## src/rtl/load_store_unit_pkg.sv

```systemverilog
// Shared constants for the load/store unit: funct3 width codes and FSM states.
// Imported by load_store_unit and lsu_load_extend.
package load_store_unit_pkg;

  localparam logic [1:0] LSU_BYTE   = 2'd0;
  localparam logic [1:0] LSU_HALF   = 2'd1;
  localparam logic [1:0] LSU_WORD   = 2'd2;
  localparam logic [1:0] LSU_DOUBLE = 2'd3;
  localparam int LSU_UNSIGNED_BIT   = 2;

  typedef enum logic [1:0] {
    LSU_IDLE = 2'd0,
    LSU_BUSY = 2'd1,
    LSU_DONE = 2'd2
  } lsu_state_e;

endpackage

```

## src/rtl/lsu_load_extend.sv

```systemverilog
// Lane-selects a full memory word and sign/zero extends the loaded value.
// Purely combinational; shared by uncached and future cached load paths.
module lsu_load_extend
  import load_store_unit_pkg::*;
#(
  parameter int XLEN = 64
) (
  input  logic [XLEN-1:0]            rdata,
  input  logic [$clog2(XLEN/8)-1:0]  offset,
  input  logic [2:0]                 funct3,
  output logic [XLEN-1:0]            data
);

  logic [XLEN-1:0] sh;
  logic            uns;

  always_comb begin
    sh   = rdata >> {offset, 3'b000};
    uns  = funct3[LSU_UNSIGNED_BIT];
    data = sh;
    unique case (funct3[1:0])
      LSU_BYTE:
        data = uns ? XLEN'(sh[7:0])
                   : XLEN'($signed(sh[7:0]));
      LSU_HALF:
        data = uns ? XLEN'(sh[15:0])
                   : XLEN'($signed(sh[15:0]));
      LSU_WORD:
        data = uns ? XLEN'(sh[31:0])
                   : XLEN'($signed(sh[31:0]));
      LSU_DOUBLE:
        data = sh;
    endcase
  end

endmodule

```

## src/rtl/load_store_unit.sv

```systemverilog
// Handshaked data-memory interface: alignment, lanes, extension, fault checks.
// Optional bus watchdog enabled by defining LSU_TIMEOUT_EN.
module load_store_unit
  import load_store_unit_pkg::*;
#(
  parameter int XLEN           = 64,
  parameter int TIMEOUT_CYCLES = 255
) (
  input  logic              clock,
  input  logic              reset,
  input  logic              req_valid,
  output logic              req_ready,
  input  logic              req_write,
  input  logic [2:0]        req_funct3,
  input  logic [XLEN-1:0]   req_address,
  input  logic [XLEN-1:0]   req_wdata,
  output logic              resp_valid,
  output logic [XLEN-1:0]   resp_rdata,
  output logic              resp_misaligned,
  output logic              resp_error,
  output logic              mem_rd_en,
  output logic              mem_wr_en,
  output logic [XLEN-1:0]   mem_address,
  output logic [XLEN-1:0]   mem_wdata,
  output logic [XLEN/8-1:0] mem_byte_enable,
  input  logic [XLEN-1:0]   mem_rdata,
  input  logic              mem_ack
);

  localparam int  NB   = XLEN / 8;
  localparam int  OFFW = $clog2(NB);
  localparam bit  IS64 = (XLEN == 64);

  lsu_state_e state, state_nxt;

  logic [1:0]      size;
  logic            uns;
  logic            legal;
  logic            misal;
  logic            ok;
  logic [2:0]      amask;
  logic [NB-1:0]   smask;
  logic [OFFW-1:0] offset;

  logic            r_write;
  logic [2:0]      r_funct3;
  logic [OFFW-1:0] r_offset;
  logic [XLEN-1:0] ext_data;
  logic            timeout;

  always_comb begin
    size   = req_funct3[1:0];
    uns    = req_funct3[LSU_UNSIGNED_BIT];
    offset = req_address[OFFW-1:0];
    amask  = 3'((4'd1 << size) - 4'd1);
    misal  = |(req_address[2:0] & amask);
    if (req_write)
      legal = !uns && (size != LSU_DOUBLE || IS64);
    else if (uns)
      legal = (size == LSU_BYTE) || (size == LSU_HALF) ||
              (size == LSU_WORD && IS64);
    else
      legal = (size != LSU_DOUBLE) || IS64;
    ok = legal && !misal;
    unique case (size)
      LSU_BYTE:   smask = NB'(8'h01);
      LSU_HALF:   smask = NB'(8'h03);
      LSU_WORD:   smask = NB'(8'h0F);
      LSU_DOUBLE: smask = NB'(8'hFF);
    endcase
  end

  lsu_load_extend #(.XLEN(XLEN)) u_ext (
    .rdata  (mem_rdata),
    .offset (r_offset),
    .funct3 (r_funct3),
    .data   (ext_data)
  );

`ifdef LSU_TIMEOUT_EN
  localparam int TW = (TIMEOUT_CYCLES > 255) ? 16 : 8;
  logic [TW-1:0] wd_cnt;

  // Held at zero outside BUSY, so every BUSY entry starts a fresh count.
  always_ff @(posedge clock or negedge reset) begin
    if (!reset)
      wd_cnt <= '0;
    else if (state != LSU_BUSY)
      wd_cnt <= '0;
    else
      wd_cnt <= wd_cnt + TW'(1);
  end

  assign timeout = (state == LSU_BUSY) && !mem_ack &&
                   (wd_cnt == TW'(TIMEOUT_CYCLES - 1));
`else
  localparam int unused_timeout = TIMEOUT_CYCLES;
  assign timeout = 1'b0;
`endif

  always_ff @(posedge clock or negedge reset) begin
    if (!reset)
      state <= LSU_IDLE;
    else
      state <= state_nxt;
  end

  always_comb begin
    state_nxt = state;
    unique case (state)
      LSU_IDLE:
        if (req_valid)
          state_nxt = ok ? LSU_BUSY : LSU_DONE;
      LSU_BUSY:
        if (mem_ack || timeout)
          state_nxt = LSU_DONE;
      LSU_DONE:
        state_nxt = LSU_IDLE;
      default:
        state_nxt = LSU_IDLE;
    endcase
  end

  assign req_ready  = (state == LSU_IDLE);
  assign resp_valid = (state == LSU_DONE);

  always_ff @(posedge clock or negedge reset) begin
    if (!reset) begin
      r_write         <= 1'b0;
      r_funct3        <= '0;
      r_offset        <= '0;
      mem_rd_en       <= 1'b0;
      mem_wr_en       <= 1'b0;
      mem_address     <= '0;
      mem_wdata       <= '0;
      mem_byte_enable <= '0;
      resp_rdata      <= '0;
      resp_misaligned <= 1'b0;
      resp_error      <= 1'b0;
    end else begin
      unique case (state)
        LSU_IDLE:
          if (req_valid) begin
            r_write  <= req_write;
            r_funct3 <= req_funct3;
            r_offset <= offset;
            if (ok) begin
              mem_rd_en       <= !req_write;
              mem_wr_en       <= req_write;
              mem_address     <= {req_address[XLEN-1:OFFW], OFFW'(0)};
              mem_wdata       <= req_wdata << {offset, 3'b000};
              mem_byte_enable <= smask << offset;
            end else begin
              resp_rdata      <= '0;
              resp_misaligned <= misal;
              resp_error      <= !legal;
            end
          end
        LSU_BUSY:
          if (mem_ack || timeout) begin
            mem_rd_en       <= 1'b0;
            mem_wr_en       <= 1'b0;
            resp_rdata      <= (r_write || !mem_ack) ? '0 : ext_data;
            resp_misaligned <= 1'b0;
            resp_error      <= !mem_ack;
          end
        default: ;
      endcase
    end
  end

endmodule

```

## config.mk

```make
export PLATFORM = sky130hd
export DESIGN_NAME = load_store_unit
export DESIGN_NICKNAME = d
export VERILOG_FILES = /design/src/rtl/load_store_unit_pkg.sv /design/src/rtl/lsu_load_extend.sv /design/src/rtl/load_store_unit.sv
export SDC_FILE = /design/constraint.sdc
export NUM_CORES = 1
export LEC_CHECK = 0
export ABC_AREA = 1
export ABC_CLOCK_PERIOD_IN_PS = 1700
export CORE_MARGIN = 2
export CORE_UTILIZATION = 42
export DETAILED_ROUTE_END_ITERATION = 12
export GPL_TIMING_DRIVEN = 0
export PLACE_DENSITY = 0.84
export SYNTH_ARGS = -nofsm -noshare
export SYNTH_HDL_FRONTEND = slang
export SYNTH_SLANG_ARGS = --single-unit
```

## constraint.sdc

```tcl
create_clock -name clock -period 1.7 [get_ports clock]
set_clock_uncertainty 0.05 [all_clocks]
set_input_delay 0.255 -clock clock [delete_from_list [all_inputs] [get_ports clock]]
set_output_delay 0.255 -clock clock [all_outputs]
set_load 0.05 [all_outputs]
```

# == Word level (Yosys, flattened, before mapping) ==
# Cells that the tools add are included.
# classes
n_addsub,1
eq_ne,12
shifts,4
mux,30
bitwise,1
n_reduce_logical,19
# ops
cell,count
2-to-1 mux 64 bit,7
one-hot mux 64 bit (4 select lines),1
one-hot mux 64 bit (2 select lines),1
<< shifter 64 x 6 -> 64 bit,1
right shift 64 x 6 -> 64 bit,1
one-hot mux 8 bit (4 select lines),1
2-to-1 mux 1 bit,12
"equality test 2 bit, second input constant",5
one-hot mux 1 bit (2 select lines),4
AND reduction 4 bit,2
<< shifter 8 x 3 -> 8 bit,1
"equality test 2 x 1 -> 1 bit, second input constant",3
zero test 2 bit,3
2-to-1 mux 2 bit,3
"!= test 2 bit, second input constant",3
zero test 1 bit,5
one-hot mux 2 bit (2 select lines),1
AND reduction 2 bit,2
bitwise AND 3 bit,1
logical OR 1 bit,3
AND reduction 3 bit,1
OR reduction 3 bit,1
"<< shifter 1 x 2 -> 3 bit, first input constant",1
"subtractor 3 x 1 -> 3 bit, second input constant",1
other kinds (3),3
# word_totals
ff_bits,210
inputBits,200
out_inout_bits,206
elab_cells,79

# == Depth between registers and ports, before layout ==
# depth
ltp_word,9
ltp_mapped,12
mapped_depth_nobuf,10

# == Modules after synthesis ==
# From an unflattened synthesis, not the netlist that was laid out.
# hier_totals
cells_unflattened,1826
area_unflattened_um2,12186.7
# modules_own_cells
mod,instances,cells_each,area_each_um2,seq_area_each_um2
load_store_unit,1,1274,9720.6,5255.0
lsu_load_extend,1,552,2466.1,0.0

# == Least setup slack after synthesis ==
# OpenSTA, ideal clock, no wires.
# synth_path
kind,reg-to-reg
from,reg state[0]
to,reg mem_address[10]
setup_time_ps,66
arrival_ps,2147
required_time_ps,1584
slack_ps,-562
stages_incl_launch_ff,8
n_path_buf,2
period_less_slack_ps,2262
path_cell_list,dfrtp_1 -> nor2_1 -> nand2_1 -> nor3_2 -> buf_2 -> buf_2 -> nand2_1 -> nand2_1
# synth_via
elab_chain_len,2
# synth_rtl
element,line,source
from (decl),load_store_unit.sv:34,"lsu_state_e state, state_nxt;"
from (signal assigned),load_store_unit.sv:105,state <= state_nxt;
zero test 2 bit,n/a,
named net req_ready,load_store_unit.sv:12,"output logic req_ready,"
AND reduction 3 bit (no source line),n/a,
to (signal assigned),load_store_unit.sv:150,"mem_address <= {req_address[XLEN-1:OFFW], OFFW'(0)};"
to (decl),load_store_unit.sv:23,"output logic [XLEN-1:0] mem_address,"
# The timed path passes the listed nets, and every way through them passes these cells.
# A chain may end at the register's enable or synchronous reset.

# == Worst setup path after layout ==
# layout_path
from,reg r_offset[0]
to,reg resp_rdata[57]
# layout_via
elab_chain_len,6
word_cells_on_any_way,8
cone_classes,shift (1); mux (7)
# layout_rtl
element,line,source
from (decl),load_store_unit.sv:47,logic [OFFW-1:0] r_offset;
from (signal assigned),load_store_unit.sv:146,r_offset <= offset;
right shift 64 x 6 -> 64 bit *,lsu_load_extend.sv:18,"sh = rdata >> {offset, 3'b000};"
"2-to-1 mux 64 bit, on equally long branches","lsu_load_extend.sv:29, lsu_load_extend.sv:23, lsu_load_extend.sv:26",
one-hot mux 64 bit (4 select lines) *,lsu_load_extend.sv:21,unique case (funct3[1:0])
2-to-1 mux 64 bit *,load_store_unit.sv:163,resp_rdata <= (r_write || !mem_ack) ? '0 : ext_data;
2-to-1 mux 64 bit *,load_store_unit.sv:160,if (mem_ack || timeout) begin
one-hot mux 64 bit (2 select lines) *,load_store_unit.sv:141,unique case (state)
to (signal assigned),load_store_unit.sv:163,
to (decl),load_store_unit.sv:18,"output logic [XLEN-1:0] resp_rdata,"
# Mark *: on every way between the ends. The rest lies on a longest branch, timed or not. The select of a mux whose other input is x is not followed.

==> run metrics <==
count of max-cap constraint violations 0; pin count of the biggest net entering global routing 89; DR iter-0 viols 1186; critical path class register to register; count of inserted antenna diode cells 0; count of nets left with antenna violations after detail routing 0; Max-Slew Margin vs Limit 59.5%; footprint of the multi-input gates 6040 sq um; failing checks negative setup slack; power density normalized to cell area approximately 1500 nW/um^2; CP arrival 2260 ps; clock buffers created by TritonCTS 23; wire length of the first global-routing pass 82700 um; clock insertion delay at the later pin of the skew report 540 ps; most frequently used cell type in the post-synthesis netlist sky130_fd_sc_hd__nand2_1; global route total overflow 0; Yosys cell types 32; average size of a mapped cell 6.91 sq um; drt via density 5.52; nature of the critical path startpoint register; number of nets in the final layout ~2300; number of core rows 61; number of top-level pins 406; critical path capture point type register; Synth async-reset ratio 100%; Hold Fails Final Rpt 0; H-Tree Depth 1; drt total wl 57300 um; Area growth, synth to finish 55.1%; Worst Path Max Fanout 6; number of synthesized flops with an enable pin 0; LEAKAGE 0.00897 uW; root buffer cell sky130_fd_sc_hd__clkbuf_16; netlist area before placement 11700 sq um; via count of the first global-routing pass 13677; maximum clock frequency 529 MHz; final worst setup slack -192 ps; I/O Buffers 400; worst vdd ir 0.00146 V; most area-hungry cell type in the Yosys netlist sky130_fd_sc_hd__dfrtp_1; clock transition at the registers of the reported paths ~60 ps; Residual DRC 0; Tcrit/Tclk final 111%; Area after DPL 16200 sq um; final standard cell area without fillers 18100 sq um; Required @ worst endpoint 2070 ps; outcome finished, violations left; sequential area share after synthesis a little under half; RSZ-0062 raised after global routing yes; CTS tree done; layout cells sized above 1 ~22%; final critical path time including I/O delays and setup around 1900 ps; post-synth top area share 45.0%; Total Die Area 29100 sq um; number of endpoints failing setup at the final stage 59; Setup TNS -6650 ps; First-pass DRT Iterations 5; routed vias 14033; pin slew with the least headroom to its limit ~610 ps; dominant synthesized flop cell sky130_fd_sc_hd__dfrtp_1; Syn Inst Count 1689; Die Span X 171 um; classification of the worst-slack hold path input pin to async pin; number of filler instances in the final layout 2271; height of the die 171 um; effective utilization at floorplan 42.3%; weighted congestion at the end of routability-driven global placement approximately 0.97; number of storage elements in the synthesis netlist 210; top post-synthesis cells by count sky130_fd_sc_hd__nand2_1, sky130_fd_sc_hd__dfrtp_1, sky130_fd_sc_hd__nand3_1; global routing usage summed across all routing layers 38.0%; initial antenna violation count 0; Num Clock Sinks 210; number of pins exceeding their max-slew limit in the final report 0; detailed-route wire length per cell 22.6 um; CORE AREA roughly 28000 sq um; DP Worst Slack -878 ps; total area of sequential cells 5260 sq um; synth warn 0; Final HPWL DP about 44000 um; Clock Path Buffers 3; biggest area contributors in the synthesized netlist sky130_fd_sc_hd__dfrtp_1, sky130_fd_sc_hd__nand2_1, sky130_fd_sc_hd__nand3_1
-- cell usage in the layout (no fill, tap or decap), types with 5 or more instances in the layout --
cell	n
sky130_fd_sc_hd__a21oi_1	35
sky130_fd_sc_hd__and2_1	11
sky130_fd_sc_hd__buf_2	22
sky130_fd_sc_hd__buf_4	36
sky130_fd_sc_hd__buf_6	33
sky130_fd_sc_hd__buf_8	10
sky130_fd_sc_hd__clkbuf_1	23
sky130_fd_sc_hd__clkbuf_16	24
sky130_fd_sc_hd__clkbuf_2	29
sky130_fd_sc_hd__clkbuf_4	12
sky130_fd_sc_hd__clkbuf_8	7
sky130_fd_sc_hd__clkdlybuf4s15_2	181
sky130_fd_sc_hd__clkdlybuf4s50_1	193
sky130_fd_sc_hd__clkinv_2	5
sky130_fd_sc_hd__dfrtp_1	207
sky130_fd_sc_hd__inv_1	39
sky130_fd_sc_hd__inv_2	5
sky130_fd_sc_hd__mux2i_1	5
sky130_fd_sc_hd__nand2_1	827
sky130_fd_sc_hd__nand2_2	30
sky130_fd_sc_hd__nand2_4	8
sky130_fd_sc_hd__nand3_1	148
sky130_fd_sc_hd__nand3_2	26
sky130_fd_sc_hd__nand4_1	6
sky130_fd_sc_hd__nor2_1	8
sky130_fd_sc_hd__o211ai_1	13
sky130_fd_sc_hd__o21ai_0	111
sky130_fd_sc_hd__o21ai_1	34
sky130_fd_sc_hd__o21ai_2	8
sky130_fd_sc_hd__o22ai_1	9
sky130_fd_sc_hd__or2_2	10
-- power breakdown --
group	total (uW)	leakage, uW	internal [uW]	switching (uW)
clock	5140	0.000387	2930	2200
sequential	7420	0.00274	6420	1000
combinational	15500	0.00584	4710	10800
total	28000	0.00897	14100	14000
-- critical path, stage by stage (launching register included) --
cell and delay, ps:
sky130_fd_sc_hd__dfrtp_1 420, sky130_fd_sc_hd__inv_2 90, sky130_fd_sc_hd__buf_2 170, sky130_fd_sc_hd__nand2_2 80, sky130_fd_sc_hd__nand3_2 90, sky130_fd_sc_hd__nand3_2 80, sky130_fd_sc_hd__nand3_2 120, sky130_fd_sc_hd__nand2_4 120
sky130_fd_sc_hd__buf_8 140, sky130_fd_sc_hd__buf_4 120, sky130_fd_sc_hd__nand3_1 100, sky130_fd_sc_hd__nand2_1 120, sky130_fd_sc_hd__nand2_1 70
-- layout make-up --
| type | instances | share of cell area, % |
|---|---|---|
| inverters | 49 | 1.08 |
| clock inverters | 10 | 0.560 |
| multi-input cells | 1313 | 33.4 |
| flip-flops and latches | 210 | 29.1 |
| clock buffers | 32 | 3.70 |
| plain buffers | 119 | 5.00 |
| repair buffers | 430 | 24.6 |
| well taps | 378 | 2.61 |
-- registers in the layout (all words and copies together) (netlist names) --
signal	flops
mem_byte_enable	8
resp_error	1
state	2
resp_misaligned	1
mem_wdata	64
r_funct3	3
r_write	1
mem_rd_en	1
mem_wr_en	1
resp_rdata	64
r_offset	3
mem_address	61
-- per-stage QoR --
| stage | power [uW] | hold WS [ps] | std cells | util, % |
|---|---|---|---|---|
| after floorplan | 16200 | -90.6 | 1691 | - |
| after global routing | 29200 | 172 | 2541 | 65.7 |
| after detailed placement | 21900 | 111 | 2471 | 58.9 |
| final | 28000 | 145 | 2541 | 65.7 |
| after CTS | 27400 | 143 | 2533 | 64.8 |
| after global placement | 21800 | 406 | 2469 | 58.7 |
-- layer usage --
layer / GRT usage, % / part of all wire [%]
met4: 20.9 / 6.8
met1: 44.5 / 37
met2: 65.4 / 48
met3: 7.31 / 8.6
met5: 0 / 0
-- kinds of logic after synthesis --
group                  after synthesis  share of synthesized area (%)
other                                1                         0.0321
AOI/OAI and AO/OA                  219                           9.91
and+or+nand+nor                   1084                           37.6
DFF                                210                           45.0
buffers and inverters              168                           6.79
muxes                                7                          0.601
-- final timing paths --
path	startpoint	endpoint	slack, ps	cells past startpoint
max in group asynchronous	reset	mem_address[49]	300	4
min in group clock	req_address[1]	mem_wdata[5]	150	4
max reg2reg	r_offset[0]	resp_rdata[57]	-190	12
min reg2reg	resp_rdata[7]	resp_rdata[7]	420	2
max	r_offset[0]	resp_rdata[57]	-190	12
min	reset	resp_rdata[57]	150	2
-- repair_timing --
item                                    4_1_cts  5_1_grt
pin swaps                                    17       26
hold buffers                                  1        0
gates cloned                                  6        2
setup buffers                                13        8
endpoints found under the setup margin      398      215
resized for setup                           752      130
endpoints found under the hold margin       130        0
(Power assumes the default switching activity.)
